`config.mk`:
```
export PLATFORM = sky130hd
export DESIGN_NAME = tlul_err_rsp_gen_flat
export DESIGN_NICKNAME = d
export VERILOG_FILES = /design/src/rtl/tlul_err_rsp_gen_if.sv /design/src/rtl/tlul_err_rsp_gen.sv /design/src/flat_wrapper.sv
export SDC_FILE = /design/constraint.sdc
export NUM_CORES = 1
export LEC_CHECK = 0
export ABC_AREA = 1
export CAP_MARGIN = 10
export CORE_MARGIN = 3
export CORE_UTILIZATION = 38
export CTS_BUF_LIST = sky130_fd_sc_hd__clkbuf_8 sky130_fd_sc_hd__clkbuf_16
export DETAILED_ROUTE_END_ITERATION = 10
export MAX_ROUTING_LAYER = met4
export PLACE_DENSITY = 0.7
export SYNTH_ARGS = -nofsm -noshare
export SYNTH_HDL_FRONTEND = slang
export SYNTH_SLANG_ARGS = --single-unit
```
`constraint.sdc`:
```
create_clock -name clk_i -period 2.7 [get_ports clk_i]
set_input_delay 0.27 -clock clk_i [delete_from_list [all_inputs] [get_ports clk_i]]
set_output_delay 0.27 -clock clk_i [all_outputs]
set_load 0.1 [all_outputs]
```
`src/rtl/tlul_err_rsp_gen_if.sv`:
```
// TL-UL A/D channel bundle between a host (master) and the error responder (slave).
// Signal suffixes are named from the responder's point of view.
interface tlul_err_rsp_gen_if #(
  parameter int IW  = 8,
  parameter int SZW = 2,
  parameter int DW  = 32
);
  logic           a_valid_i;
  logic [2:0]     a_opcode_i;
  logic [SZW-1:0] a_size_i;
  logic [IW-1:0]  a_source_i;
  logic           a_ready_o;
  logic           d_valid_o;
  logic [2:0]     d_opcode_o;
  logic [2:0]     d_param_o;
  logic [SZW-1:0] d_size_o;
  logic [IW-1:0]  d_source_o;
  logic           d_sink_o;
  logic [DW-1:0]  d_data_o;
  logic           d_error_o;
  logic           d_ready_i;

  modport slave (
    input  a_valid_i, a_opcode_i, a_size_i, a_source_i, d_ready_i,
    output a_ready_o, d_valid_o, d_opcode_o, d_param_o, d_size_o,
           d_source_o, d_sink_o, d_data_o, d_error_o
  );

  modport master (
    output a_valid_i, a_opcode_i, a_size_i, a_source_i, d_ready_i,
    input  a_ready_o, d_valid_o, d_opcode_o, d_param_o, d_size_o,
           d_source_o, d_sink_o, d_data_o, d_error_o
  );
endinterface

```
`src/rtl/tlul_err_rsp_gen.sv`:
```
// Absorbs A-channel requests flagged as erroneous and answers each, in order,
// with a D-channel error response through a small circular response queue.
module tlul_err_rsp_gen #(
  parameter int IW       = 8,
  parameter int SZW      = 2,
  parameter int DW       = 32,
  parameter int RspDepth = 2
) (
  input  logic                 clk_i,
  input  logic                 rst_i,
  tlul_err_rsp_gen_if.slave    bus,
  output logic [7:0]           err_cnt_o
);

  localparam int PW = (RspDepth > 1) ? $clog2(RspDepth) : 1;
  localparam int CW = $clog2(RspDepth + 1);
  localparam logic [CW-1:0] DepthC   = CW'(RspDepth);
  localparam logic [PW-1:0] LastPtrC = PW'(RspDepth - 1);

  if (RspDepth < 1 || RspDepth > 8) begin : g_depth_check
    $error("RspDepth must be in 1..8");
  end

  logic           rsp_op_q  [RspDepth];
  logic           rsp_op_d  [RspDepth];
  logic [SZW-1:0] size_q    [RspDepth];
  logic [SZW-1:0] size_d    [RspDepth];
  logic [IW-1:0]  source_q  [RspDepth];
  logic [IW-1:0]  source_d  [RspDepth];

  logic [PW-1:0]  wr_ptr_q, wr_ptr_d;
  logic [PW-1:0]  rd_ptr_q, rd_ptr_d;
  logic [CW-1:0]  count_q, count_d;
  logic [7:0]     err_cnt_q, err_cnt_d;

  logic a_ready;
  logic d_valid;
  logic enq;
  logic deq;
  logic head_op;

  assign a_ready = (count_q != DepthC);
  assign d_valid = (count_q != '0);
  assign enq     = bus.a_valid_i & a_ready;
  assign deq     = d_valid & bus.d_ready_i;
  assign head_op = rsp_op_q[rd_ptr_q];

  always_comb begin
    rsp_op_d  = rsp_op_q;
    size_d    = size_q;
    source_d  = source_q;
    wr_ptr_d  = wr_ptr_q;
    rd_ptr_d  = rd_ptr_q;
    count_d   = count_q;
    err_cnt_d = err_cnt_q;

    // Only Get expects data back; every other opcode, legal or not, gets a plain ack.
    if (enq) begin
      rsp_op_d[wr_ptr_q] = (bus.a_opcode_i == 3'd4);
      size_d[wr_ptr_q]   = bus.a_size_i;
      source_d[wr_ptr_q] = bus.a_source_i;
      wr_ptr_d           = (wr_ptr_q == LastPtrC) ? '0 : wr_ptr_q + PW'(1);
    end

    if (deq) begin
      rd_ptr_d = (rd_ptr_q == LastPtrC) ? '0 : rd_ptr_q + PW'(1);
      if (err_cnt_q != 8'hFF) begin
        err_cnt_d = err_cnt_q + 8'd1;
      end
    end

    case ({enq, deq})
      2'b10:   count_d = count_q + CW'(1);
      2'b01:   count_d = count_q - CW'(1);
      default: count_d = count_q;
    endcase
  end

  always_ff @(posedge clk_i or posedge rst_i) begin
    if (rst_i) begin
      for (int i = 0; i < RspDepth; i++) begin
        rsp_op_q[i] <= 1'b0;
        size_q[i]   <= '0;
        source_q[i] <= '0;
      end
      wr_ptr_q  <= '0;
      rd_ptr_q  <= '0;
      count_q   <= '0;
      err_cnt_q <= '0;
    end else begin
      rsp_op_q  <= rsp_op_d;
      size_q    <= size_d;
      source_q  <= source_d;
      wr_ptr_q  <= wr_ptr_d;
      rd_ptr_q  <= rd_ptr_d;
      count_q   <= count_d;
      err_cnt_q <= err_cnt_d;
    end
  end

  // D fields come straight from the registered head entry and are forced to zero when empty.
  assign bus.a_ready_o  = a_ready;
  assign bus.d_valid_o  = d_valid;
  assign bus.d_opcode_o = d_valid ? {2'b00, head_op} : 3'd0;
  assign bus.d_param_o  = 3'd0;
  assign bus.d_size_o   = d_valid ? size_q[rd_ptr_q] : '0;
  assign bus.d_source_o = d_valid ? source_q[rd_ptr_q] : '0;
  assign bus.d_sink_o   = 1'b0;
  assign bus.d_data_o   = (d_valid && head_op) ? '1 : '0;
  assign bus.d_error_o  = d_valid;
  assign err_cnt_o      = err_cnt_q;

endmodule

```
`src/flat_wrapper.sv`:
```
// flat-port wrapper written by rule: the top's interface ports become plain ports
module tlul_err_rsp_gen_flat 
#(
  parameter int IW       = 8,
  parameter int SZW      = 2,
  parameter int DW       = 32,
  parameter int RspDepth = 2
)
  (clk_i, rst_i, err_cnt_o, bus_a_valid_i, bus_a_opcode_i, bus_a_size_i, bus_a_source_i, bus_d_ready_i, bus_a_ready_o, bus_d_valid_o, bus_d_opcode_o, bus_d_param_o, bus_d_size_o, bus_d_source_o, bus_d_sink_o, bus_d_data_o, bus_d_error_o);
  tlul_err_rsp_gen_if #(.IW(IW), .SZW(SZW), .DW(DW)) bus_i ();
  input  logic clk_i;
  input  logic rst_i;
  output logic [7:0] err_cnt_o;
  input wire logic [$bits(bus_i.a_valid_i)-1:0] bus_a_valid_i;
  input wire logic [$bits(bus_i.a_opcode_i)-1:0] bus_a_opcode_i;
  input wire logic [$bits(bus_i.a_size_i)-1:0] bus_a_size_i;
  input wire logic [$bits(bus_i.a_source_i)-1:0] bus_a_source_i;
  input wire logic [$bits(bus_i.d_ready_i)-1:0] bus_d_ready_i;
  output wire logic [$bits(bus_i.a_ready_o)-1:0] bus_a_ready_o;
  output wire logic [$bits(bus_i.d_valid_o)-1:0] bus_d_valid_o;
  output wire logic [$bits(bus_i.d_opcode_o)-1:0] bus_d_opcode_o;
  output wire logic [$bits(bus_i.d_param_o)-1:0] bus_d_param_o;
  output wire logic [$bits(bus_i.d_size_o)-1:0] bus_d_size_o;
  output wire logic [$bits(bus_i.d_source_o)-1:0] bus_d_source_o;
  output wire logic [$bits(bus_i.d_sink_o)-1:0] bus_d_sink_o;
  output wire logic [$bits(bus_i.d_data_o)-1:0] bus_d_data_o;
  output wire logic [$bits(bus_i.d_error_o)-1:0] bus_d_error_o;
  assign bus_i.a_valid_i = bus_a_valid_i;
  assign bus_i.a_opcode_i = bus_a_opcode_i;
  assign bus_i.a_size_i = bus_a_size_i;
  assign bus_i.a_source_i = bus_a_source_i;
  assign bus_i.d_ready_i = bus_d_ready_i;
  assign bus_a_ready_o = bus_i.a_ready_o;
  assign bus_d_valid_o = bus_i.d_valid_o;
  assign bus_d_opcode_o = bus_i.d_opcode_o;
  assign bus_d_param_o = bus_i.d_param_o;
  assign bus_d_size_o = bus_i.d_size_o;
  assign bus_d_source_o = bus_i.d_source_o;
  assign bus_d_sink_o = bus_i.d_sink_o;
  assign bus_d_data_o = bus_i.d_data_o;
  assign bus_d_error_o = bus_i.d_error_o;
  tlul_err_rsp_gen #(.IW(IW), .SZW(SZW), .DW(DW), .RspDepth(RspDepth)) u_core (.clk_i(clk_i), .rst_i(rst_i), .bus(bus_i), .err_cnt_o(err_cnt_o));
endmodule
```
# After elaboration in Yosys (flattened, before gate mapping)
# Cells that the tools add are included.
[totals] out_inout_bits=60 input_bits=17 elab_cells=57 ff_bits=34
[op_classes] eq_ne=5 order_cmp=3 n_bitwise=4 n_addsub=5 mux=25 reduce_logical=5
[op_table] cell="$mux W8" n=5
[op_table] cell="$mux W32" n=1
[op_table] cell="$bwmux W16" n=1
[op_table] cell="$mux W2" n=5
[op_table] cell="$add A8 B1 Y8 const B" n=1
[op_table] cell="$demux W8 S1" n=1
[op_table] cell="$ne A8 B8 Y1 const B" n=1
[op_table] cell="$mux W1" n=7
[op_table] cell="$bwmux W4" n=1
[op_table] cell="$ge A2 B2 Y1 const B" n=2
[op_table] cell="$not A1 Y2" n=2
[op_table] cell="$pmux W2 S2" n=1
[op_table] cell="$reduce_bool A2 Y1" n=2
[op_table] cell="$eq A3 B3 Y1 const B" n=1
[op_table] cell="$add A1 B1 Y1 const B" n=2
[op_table] cell="$add A2 B1 Y2 const B" n=1
[op_table] cell="$and A1 B1 Y1" n=2
[op_table] cell="$bwmux W2" n=1
[op_table] cell="$demux W2 S1" n=1
[op_table] cell="$eq A2 B1 Y1 const B" n=1
[op_table] cell="$eq A2 B2 Y1 const B" n=1
[op_table] cell="$logic_and A1 B1 Y1" n=2
[op_table] cell="$lt A2 B1 Y1 const B" n=1
[op_table] cell="$ne A2 B2 Y1 const B" n=1
[op_table] cell="3 further kinds" n=3

# Longest topological paths before layout
# Gate-level depths: netlist (run 1).
[logic_depth] ltp_word=6 ltp_mapped=8

# Least setup slack after synthesis (run 1)
# OpenSTA, ideal clock, no wires.
[synth_path] path_kind="register to output" startpoint="register u_core.count_q[1]" endpoint="output port bus_d_data_o[10]" path_slack_ns=-2.178 t_arrival_ns=4.608 path_stages_with_launch=6 n_path_buf=1 cell_sequence="dfrtp_1 -> nor2_1 -> inv_1 -> o21ai_0 -> a21oi_1 -> buf_4"
[synth_between] elab_chain_len=3
[synth_rtl] item="start, declared" line="tlul_err_rsp_gen.sv:33" source="logic [CW-1:0] count_q, count_d;"
[synth_rtl] item="start signal, assigned" line="tlul_err_rsp_gen.sv:96" source="count_q <= count_d;"
[synth_rtl] item="$reduce_bool A2 Y1" line="tlul_err_rsp_gen.sv:43" source="assign d_valid = (count_q != '0);"
[synth_rtl] item="via bus_d_error_o" line="flat_wrapper.sv:27" source="output wire logic [$bits(bus_i.d_error_o)-1:0] bus_d_error_o;"
[synth_rtl] item="$logic_and A1 B1 Y1" line="tlul_err_rsp_gen.sv:109" source="assign bus.d_data_o = (d_valid && head_op) ? '1 : '0;"
[synth_rtl] item="$mux W32" line="tlul_err_rsp_gen.sv:109"
[synth_rtl] item="end, declared" line="flat_wrapper.sv:26" source="output wire logic [$bits(bus_i.d_data_o)-1:0] bus_d_data_o;"
# The timed path passes the listed nets, and every way through them passes these cells.

# Worst setup path after layout (run 1)
[layout_path] startpoint="register u_core.count_q[0]" endpoint="output port bus_d_data_o[11]"
[layout_between] elab_chain_len=3
[layout_rtl] item="$reduce_bool A2 Y1" line="tlul_err_rsp_gen.sv:43"
[layout_rtl] item="$logic_and A1 B1 Y1" line="tlul_err_rsp_gen.sv:109"
[layout_rtl] item="$mux W32" line="tlul_err_rsp_gen.sv:109"
# Every way passes these cells.

==> parameters.txt, run 1 <==
Parameter                              Value

Setup path
  Critical path start-end classification    reg2out
  Sort of element at the end of the critical path    output port
  Sum of buffers and inverters on the critical path    3
  Family with the most delay on the worst path    compound AO/OA/AOI/OAI gates
  Critical-path cell list    nor2_4 -> clkinvlp_4 -> o21ai_2 -> a21oi_4 -> buf_12 -> buf_12
  Data arrival time at the worst-slack endpoint    roughly 2200 ps
  Biggest cell delay along the critical path    between 800 and 900 ps
  Cell type of the slowest stage on the worst timing path    sky130_fd_sc_hd__a21oi_4
  Required time of the critical path    around 2400 ps
  Most frequent CP cell    sky130_fd_sc_hd__buf_12
  Startpoint types    flop
  Critical-path maximum fanout    18

Die
  DIE AREA    6110 um^2
  Placeable core region    4880 um^2
  Chip height    ~78 um
  I/O pin count    77
  Horiz. Die Dim    ~78 um
  Site row count    25
  Initial standard-cell utilization of the core    slightly above 40%

Final layout
  Signed area change from the synthesized netlist to the final layout    46.9%
  Post-layout instance count excluding filler cells    ~360
  Fraction of layout cells with a size suffix above 1    30.8%
  Final Cell Area    about 2900 um^2
  Final cell utilization of the core    between 50% and 60%
  Antenna diode count    0
  Fin nets    between 300 and 400

Placement
  Total instance count after detailed placement    around 350
  Pre-CTS setup slack    just under 500 ps
  Half-perimeter wire length after placement    between 3 and 4 mm
  Post-detailed-placement cell area    2830 um^2
  RD Place Congestion    roughly 0.78
  PortBufs    70

Drt
  Wire per inst    around 11 um
  DR vias/cell    roughly 4.4
  Post-detailed-route DRC marker count    0
  Starting DRT DRC Count    60
  Number of nets with antenna violations after detailed routing    0
  Number of iterations in the first detailed-routing pass    4
  Via count of the routed design    1597
  Final Routed Wirelength    between 4 and 5 mm

Job
  Max-cap check violation count    0

Synthesis
  Top-count cell post-synth    sky130_fd_sc_hd__nand2_1
  Top FF cell, synth    sky130_fd_sc_hd__dfrtp_1
  Post-Synth XOR/XNOR Area    2.66%
  Area share of the largest cell type after synthesis    a little over two fifths
  Simple-gate share of the synthesized area    between 10% and 20%
  Async set or reset register ratio after synthesis    between 90% and 100%
  Post-synthesis instance area    ~2000 um^2
  Multiplexer share of the synthesized area    0%
  Count of state elements after synthesis    34
  Number of synthesized flops with an enable pin    0
  Complex-gate fraction of the synthesized area    approximately an eighth
  Count of unique library cells instantiated by Yosys    23
  Cells after Synth    roughly 250
  YS warnings    0
  Sequential cell area fraction in the yosys report    between 40% and 50%
  Main combinational cell family by area after synthesis    buffers and inverters
  Most area-hungry cell type in the Yosys netlist    sky130_fd_sc_hd__dfrtp_1
  Adder-cell share of the synthesized area    approximately 1.3%
  Synth area leaders    sky130_fd_sc_hd__dfrtp_1, sky130_fd_sc_hd__buf_4, sky130_fd_sc_hd__nand2_1
  Average footprint of a synthesized cell    around 8.0 um^2
  Top cells by count, synth    sky130_fd_sc_hd__nand2_1, sky130_fd_sc_hd__buf_4, sky130_fd_sc_hd__dfrtp_1, sky130_fd_sc_hd__inv_1

Timing
  Max-slew violations    0
  Setup violations, final    0
  Relative slew slack    26.3%
  Clk_skew    between 2 and 2.5 ps
  Worst-case setup margin in the final layout    between 150 and 200 ps
  Peak clock frequency supported by timing    about 400 MHz
  Setup repair after global routing missed its margin    no
  Count of final hold-check violations    0
  Tightest Pin Transition    approximately 1100 ps
  Final worst path period share    92.7%
  Period minus WS final    2500 ps

Global route
  Total gr overflow    0
  Wire length of the first global-routing pass    ~6.9 mm
  Via count of the first global-routing pass    approximately 1500
  Pin count of the biggest net entering global routing    35
  Total track usage    approximately 15%
  Initial antenna violation count    0

Clock tree
  TritonCTS Buffers    5
  Clock network latency to the later pin of the worst-skew pair    280 ps
  CTS root buf    sky130_fd_sc_hd__clkbuf_8
  Hold Buf Count CTS    0
  Clock sink total    34
  Post-cts repair resize count    0
  Maximum root-to-sink buffer count    2
  CTS tree    done
  Level count of the clock H-tree    2
  Reg clk slew, reported paths    60 ps
  Post-CTS Repair Setup Buffers    0

Run status
  Outcome    finished, final reports clean

Worst hold path
  Tightest Hold Check Type    in2async
-- metal layers --
layer  part of all wire (%)  vias to the layer above  GRT usage, %
met3                    9.4                        9          4.47
li1                       -                      805             -
met4                    2.3                        0          7.34
met1                     46                      717          17.1
met5                      0                        -             -
met2                     43                       66          22.7
-- flip-flops by register name, summed over array words and instances, names as in the netlist --
register / flops
u_core.size_q: 4
u_core.source_q: 16
u_core.count_q: 2
u_core.wr_ptr_q: 1
u_core.err_cnt_o: 8
u_core.rd_ptr_q: 1
u_core.rsp_op_q: 2
-- worst paths after layout --
kind                                     start             endpoint  slack (ps)  depth (start not counted)
max reg2reg                  u_core.count_q[1]    u_core.count_q[1]        1050                          7
min reg2reg                u_core.source_q[15]  u_core.source_q[15]         490                          2
min in group clk_i         u_core.source_q[15]  u_core.source_q[15]         490                          2
max in group asynchronous                rst_i    u_core.count_q[1]        2000                          3
max                          u_core.count_q[0]     bus_d_data_o[11]         200                          6
min                                      rst_i  u_core.err_cnt_o[4]         380                          3
-- cells by family (layout without fill, tap and decap cells) --
logic type,after synthesis,in the layout
simple gates,97,97
other cells,1,6
buf+inv,70,109
xor+xnor,6,6
fa+ha+maj,2,2
compound gates,38,38
flops,34,34
-- worst min-delay path, delay by kind of cell --
family                 cells  cell delay, ps
buffers and inverters      3             810
-- placed cells by master, fill, tap and decap left out, drive strengths merged --
cell	count
nand2	83
buf	61
dfrtp	34
o21ai	24
inv	23
clkdlybuf4s50	16
a21oi	13
nor2	9
conb	6
clkbuf	5
nand3	4
xnor2	4
clkinv	3
xor2	2
ha	2
a21boi	1
clkinvlp	1
nor3b	1
-- per-stage QoR --
step / TNS (ps) / hold slack, ps
floorplan: -1490 / 411
global placement: -322 / 464
detailed placement: 0 / 468
CTS: 0 / 388
global route: 0 / 427
finish: 0 / 375
-- cell type report --
class	instances	area [um^2]
tap	67	83.8
inverter	25	97.6
sequential	34	853
multi-input combinational	149	748
clock buffer	5	68.8
timing repair buffer	77	1040
fill	431	1970
clock inverter	2	10.0
Power of run 1 is not shown: default switching activity piles up to over one toggle a cycle in this logic, so the estimate is an artifact.
==> run 2: changes to the inputs <==
CELL_PAD_IN_SITES_DETAIL_PLACEMENT = 0   (was not set)
CELL_PAD_IN_SITES_GLOBAL_PLACEMENT = 1   (was not set)
CORE_UTILIZATION = 31   (was 38)
PLACE_DENSITY = 0.79   (was 0.7)
==> run 2 against run 1 <==
Net effect:
- clock skew increased by 6.4 ps
- critical path depth decreased by 1
- fmax increased by 30%
- wire length increased by 2.6%
- cell area increased by 3.7%
- cell count increased by 4.2%
- setup slack improved by 580 ps
- hold slack improved by 6.6 ps
- highest routed layer unchanged
==> parameters.txt, run 2 (synthesis gave the netlist of run 1 again) <==
Parameter                              Value

Timing
  Final TNS setup    0 ps (unchanged)
  Clk_skew    8.55 ps (was 2.14 ps)
  Worst-case setup margin in the final layout    773 ps (was 198 ps)
  Peak clock frequency supported by timing    519 MHz (was 400 MHz)
  Count of final hold-check violations    0 (unchanged)
  Setup violations, final    0 (unchanged)
  Setup repair after global routing missed its margin    no (unchanged)
  Period minus WS final    1930 ps (was 2500 ps)
  Max-slew violations    0 (unchanged)
  Final worst path period share    71.4% (was 92.7%)

Setup path
  Sort of element at the end of the critical path    output port (unchanged)
  Biggest cell delay along the critical path    400 ps (was 830 ps)
  Critical path start-end classification    reg2out (unchanged)
  Required time of the critical path    2430 ps (about the same)
  Critical-path cell list    buf_4 -> clkinv_1 -> nand2_1 -> a21oi_1 -> buf_4 (was nor2_4 -> clkinvlp_4 -> o21ai_2 -> a21oi_4 -> buf_12 -> buf_12)
  Most frequent CP cell    sky130_fd_sc_hd__buf_4 (was sky130_fd_sc_hd__buf_12)
  Startpoint types    flop (unchanged)
  Data arrival time at the worst-slack endpoint    1660 ps (was 2230 ps)
  Critical-path maximum fanout    12 (was 18)
  Cell type of the slowest stage on the worst timing path    sky130_fd_sc_hd__dfrtp_1 (was sky130_fd_sc_hd__a21oi_4)

Global route
  Pin count of the biggest net entering global routing    35 (unchanged)
  Total track usage    12.1% (was 14.6%)
  Total gr overflow    0 (unchanged)
  Wire length of the first global-routing pass    6.93 mm (was 6.85 mm)
  Initial antenna violation count    0 (unchanged)
  Via count of the first global-routing pass    1501 (was 1511)

Final layout
  Signed area change from the synthesized netlist to the final layout    52.4% (was 46.9%)
  Antenna diode count    0 (unchanged)
  Fraction of layout cells with a size suffix above 1    32.4% (was 30.8%)
  Register containing the most flip-flops in the final layout    u_core.source_q (unchanged)
  Most common cell after layout, fill and taps aside    sky130_fd_sc_hd__nand2_1 (unchanged)
  Most frequent cells in the layout    sky130_fd_sc_hd__nand2_1, sky130_fd_sc_hd__buf_12, sky130_fd_sc_hd__buf_4, sky130_fd_sc_hd__dfrtp_1, sky130_fd_sc_hd__inv_1 (was sky130_fd_sc_hd__nand2_1, sky130_fd_sc_hd__buf_12, sky130_fd_sc_hd__dfrtp_1, sky130_fd_sc_hd__buf_4, sky130_fd_sc_hd__inv_1)
  Number of flip-flops in the largest register    16 (unchanged)
  Fin nets    318 (was 311)
  Fill cell count    580 (was 431)
  Final cell utilization of the core    49.7% (was 59.5%)

Clock tree
  Reg clk slew, reported paths    70 ps (was 60 ps)
  TritonCTS Buffers    5 (unchanged)
  Clock sink total    34 (unchanged)
  CTS tree    done (unchanged)
  Post-cts repair resize count    0 (unchanged)
  CTS root buf    sky130_fd_sc_hd__clkbuf_8 (unchanged)
  Clock network latency to the later pin of the worst-skew pair    280 ps (about the same)
  Level count of the clock H-tree    2 (unchanged)
  Maximum root-to-sink buffer count    2 (unchanged)

Die
  DIE AREA    7380 um^2 (was 6110 um^2)
  Site row count    28 (was 25)
  Placeable core region    6060 um^2 (was 4880 um^2)
  I/O pin count    77 (unchanged)
  Chip height    85.9 um (was 78.2 um)
  Horiz. Die Dim    85.9 um (was 78.2 um)
  Initial standard-cell utilization of the core    32.6% (was 40.5%)

Run status
  Outcome    finished, final reports clean (unchanged)

Placement
  Half-perimeter wire length after placement    3.06 mm (was 3.00 mm)
  Pre-CTS setup slack    348 ps (was 482 ps)
  PortBufs    70 (unchanged)
  RD Place Congestion    0.715 (was 0.776)

Job
  Max-cap check violation count    0 (unchanged)

Drt
  Final Routed Wirelength    4.15 mm (was 4.05 mm)
  Wire per inst    11.1 um (was 11.3 um)
  Starting DRT DRC Count    76 (was 60)
  Number of iterations in the first detailed-routing pass    4 (unchanged)
  DR vias/cell    4.26 (was 4.45)
  Post-detailed-route DRC marker count    0 (unchanged)
  Via count of the routed design    1595 (was 1597)
  Number of nets with antenna violations after detailed routing    0 (unchanged)

Worst hold path
  Tightest Hold Check Type    in2async (unchanged)
## run 2: changes by cell type in the layout (fill, tap and decap cells not counted), sizes merged
| cell | previous run | this run |
|---|---|---|
| buf | 61 | 68 |
| clkinv | 3 | 1 |
| bufinv | 0 | 1 |
| clkbuf | 5 | 6 |
## run 2: path summary, 6_finish.rpt
path / depth (start not counted) / slack [ps] / endpoint / from
worst max-delay path: 5 / 770 / bus_d_source_o[7] / u_core.rd_ptr_q
worst min-delay path: 3 / 380 / u_core.err_cnt_o[1] / rst_i
worst max register to register: 7 / 1060 / u_core.count_q[1] / u_core.count_q[1]
worst min register to register: 2 / 480 / u_core.size_q[3] / u_core.size_q[3]
max in group asynchronous: 3 / 1980 / u_core.count_q[0] / rst_i
min in group clk_i: 2 / 480 / u_core.size_q[3] / u_core.size_q[3]
## run 2: per-layer routing
metal | GRT usage (%) | wire length [um]
met1 | 14.1 | 1790
met2 | 19.6 | 1950
met3 | 3.75 | 344
met4 | 4.75 | 71
met5 | - | 0
## run 2: what timing repair did
item | CTS | global route
setup endpoints to repair | 0 | 15
hold buffers | 0 | 0
setup buffers | 0 | 6
## run 2: critical path: cells and delay by family (launching register included)
| family | cells | cell delay, ps |
|---|---|---|
| and+or+nand+nor | 1 | 80 |
| AOI/OAI and AO/OA | 1 | 180 |
| buffers and inverters | 3 | 720 |
| DFF | 1 | 400 |
## run 2: metrics by stage
step | cells | instance area (um^2) | hold WS [ps]
after CTS | 368 | 2960 | 391
final | 374 | 3010 | 382
after floorplan | 253 | 2090 | 411
after detailed placement | 361 | 2840 | 469
after global placement | 360 | 2820 | 464
after global routing | 374 | 3010 | 417
## run 2: area by class of cell
cell class / count / area [um^2] / area share [%]
clock buffers: 6 / 82.6 / 2.74
inverters: 25 / 97.6 / 3.24
flip-flops and latches: 34 / 853 / 28.3
multi-input cells: 149 / 748 / 24.8
well taps: 75 / 93.8 / 3.11
repair buffers: 84 / 1110 / 36.8
clock inverters: 1 / 30.0 / 0.996
Power of run 2 is left out for the same reason.
==> run 3: changes to the inputs <==
CORE_UTILIZATION = 28   (was 31)
PLACE_DENSITY = 0.75   (was 0.79)
clock period = 1.72 ns   (was 2.7 ns; I/O delays follow)
==> run 3 against run 2 <==
Net effect:
- the flow now finishes with violations (setup timing)
- non-clock buffer count up 7
- clock-buffer cell count fell by 1
- setup slack worse by 780 ps
- cell count rose by 7.8%
- cell area up 22%
- utilization grew 3.9 points
- sequential share of layout area down 4.9 points
- hold slack worse by 110 ps
- die area increased by 9.9%
- first-iteration DRC count increased by 5.3%
- register-to-register slack lost 840 ps
- sequential cell count did not move
==> parameters.txt, run 3 (synthesis gave the netlist of run 1 again) <==
Parameter                              Value

Setup path
  Critical path start-end classification    reg2out (unchanged)
  Startpoint types    flop (unchanged)
  Startpoint of the worst-slack reg-to-reg timing path    u_core.count_q[0] (was u_core.count_q[1])
  Data arrival time at the worst-slack endpoint    1560 ps (was 1660 ps)
  Critical-path maximum fanout    6 (was 12)
  Flop2flop setup slack    220 ps (was 1060 ps)
  Required time of the critical path    1550 ps (was 2430 ps)
  Sort of element at the end of the critical path    output port (unchanged)
  Reg2Reg Depth    8 (was 7)
  Reg-to-Reg End    u_core.count_q[1] (unchanged)

Drt
  Via count of the routed design    1670 (was 1595)
  Final Routed Wirelength    4.75 mm (was 4.15 mm)
  Post-detailed-route DRC marker count    0 (unchanged)
  Starting DRT DRC Count    80 (was 76)
  Wire per inst    11.8 um (was 11.1 um)
  Number of iterations in the first detailed-routing pass    4 (unchanged)
  DR vias/cell    4.14 (was 4.26)
  Number of nets with antenna violations after detailed routing    0 (unchanged)

Final layout
  Post-layout instance count excluding filler cells    403 (was 374)
  Fin nets    325 (was 318)
  Fill cell count    592 (was 580)
  Register containing the most flip-flops in the final layout    u_core.source_q (unchanged)
  Antenna diode count    0 (unchanged)
  Most frequent cells in the layout    sky130_fd_sc_hd__nand2_1, sky130_fd_sc_hd__buf_12, sky130_fd_sc_hd__dfrtp_1, sky130_fd_sc_hd__inv_1, sky130_fd_sc_hd__clkdlybuf4s50_1 (was sky130_fd_sc_hd__nand2_1, sky130_fd_sc_hd__buf_12, sky130_fd_sc_hd__buf_4, sky130_fd_sc_hd__dfrtp_1, sky130_fd_sc_hd__inv_1)
  Number of flip-flops in the largest register    16 (unchanged)
  Fraction of layout cells with a size suffix above 1    39.7% (was 32.4%)
  Final Cell Area    3660 um^2 (was 3010 um^2)
  Most common cell after layout, fill and taps aside    sky130_fd_sc_hd__nand2_1 (unchanged)
  Signed area change from the synthesized netlist to the final layout    85.1% (was 52.4%)

Timing
  Post-route worst hold slack    276 ps (was 382 ps)
  Period minus WS final    between 1500 and 2000 ps
  Final worst path period share    101%
  Max-slew violations    0 (unchanged)
  Count of final hold-check violations    0 (unchanged)
  Clk_skew    9.08 ps (was 8.55 ps)
  Setup repair after global routing missed its margin    yes (was no)
  Worst-case setup margin in the final layout    -11.0 ps (was 773 ps)
  Setup violations, final    21 (was 0)
  Peak clock frequency supported by timing    578 MHz

Clock tree
  Reg clk slew, reported paths    80 ps (was 70 ps)
  Maximum root-to-sink buffer count    2 (unchanged)
  Level count of the clock H-tree    2 (unchanged)
  Clock sink total    34 (unchanged)
  Clock network latency to the later pin of the worst-skew pair    280 ps (about the same)
  CTS root buf    sky130_fd_sc_hd__clkbuf_8 (unchanged)
  TritonCTS Buffers    5 (unchanged)
  CTS tree    done (unchanged)

Global route
  Initial antenna violation count    0 (unchanged)
  Total gr overflow    0 (unchanged)
  Wire length of the first global-routing pass    8.16 mm (was 6.93 mm)
  Via count of the first global-routing pass    1692 (was 1501)
  Pin count of the biggest net entering global routing    35 (unchanged)
  Total track usage    12.6% (was 12.1%)

Die
  Site row count    30 (was 28)
  I/O pin count    77 (unchanged)
  Placeable core region    6830 um^2 (was 6060 um^2)
  Horiz. Die Dim    90.1 um (was 85.9 um)
  Initial standard-cell utilization of the core    29.0% (was 32.6%)
  DIE AREA    8110 um^2 (was 7380 um^2)
  Chip height    90.1 um (was 85.9 um)

Placement
  Pre-CTS setup slack    43.6 ps (was 348 ps)
  Half-perimeter wire length after placement    3.27 mm (was 3.06 mm)
  Post-detailed-placement cell area    3290 um^2 (was 2840 um^2)
  PortBufs    70 (unchanged)
  RD Place Congestion    0.730 (was 0.715)
  Total instance count after detailed placement    384 (was 361)

Worst hold path
  Tightest Hold Check Type    in2async (unchanged)

Run status
  Outcome    complete, but fails checks (was finished, final reports clean)
  Failing checks    setup timing

Job
  Max-cap check violation count    0 (unchanged)
-- run 3: cell types whose count changed in the layout (fill, tap and decap cells not counted), sizes merged --
cell | before | now
buf | 68 | 74
bufbuf | 0 | 1
bufinv | 1 | 2
clkinv | 1 | 2
clkbuf | 6 | 5
-- run 3: worst max-delay path, cell delays in order (launching register included) --
cell	delay, ps
sky130_fd_sc_hd__dfrtp_2	420
sky130_fd_sc_hd__nor2_4	150
sky130_fd_sc_hd__clkinvlp_4	100
sky130_fd_sc_hd__o21ai_2	80
sky130_fd_sc_hd__a21oi_4	70
sky130_fd_sc_hd__bufbuf_16	290
sky130_fd_sc_hd__buf_12	160
-- run 3: through the flow --
stage / TNS (ps) / utilization [%]
detailed placement: 0 / 48.2
floorplan: -29850 / -
finish: -133 / 53.6
global placement: 0 / 48.2
CTS: -975 / 53.7
global route: -2020 / 53.6
-- run 3: how the worst max path moves through the flow --
stage                       from           endpoint  slack (ps)  cells past startpoint
2_1_floorplan  u_core.count_q[1]   bus_d_data_o[26]        -980                      5
3_3_place_gp       bus_a_valid_i  u_core.count_q[1]         100                      7
3_5_place_dp       bus_a_valid_i  u_core.count_q[1]          40                      7
4_1_cts        u_core.count_q[1]    bus_d_data_o[0]         -40                      6
5_1_grt        u_core.count_q[0]   bus_d_data_o[14]         -80                      7
6_report       u_core.count_q[0]   bus_d_data_o[17]         -10                      6
-- run 3: layer usage --
metal	share of wire, %	global-route usage, %	up-vias	wire [um]
li1	-	-	838	-
met1	44	15.5	771	2080
met2	51	20.9	59	2410
met3	4.7	2.09	2	221
met4	0.74	4.59	0	35
met5	0	-	-	0
-- run 3: layout make-up --
class / instances / area (um^2) / area share (%)
clock buffers: 5 / 68.8 / 1.88
clock inverters: 3 / 68.8 / 1.88
inverters: 25 / 103 / 2.80
multi-input cells: 149 / 877 / 23.9
flip-flops and latches: 34 / 858 / 23.4
well taps: 96 / 120 / 3.28
repair buffers: 91 / 1570 / 42.8
-- run 3: timing repair --
action | CTS | global route
gates cloned | 4 | 0
setup buffers | 8 | 0
resized for setup | 16 | 3
hold buffers | 0 | 0
pin swaps | 1 | 1
endpoints found under the setup margin | 43 | 34
Power of run 3 is left out for the same reason.
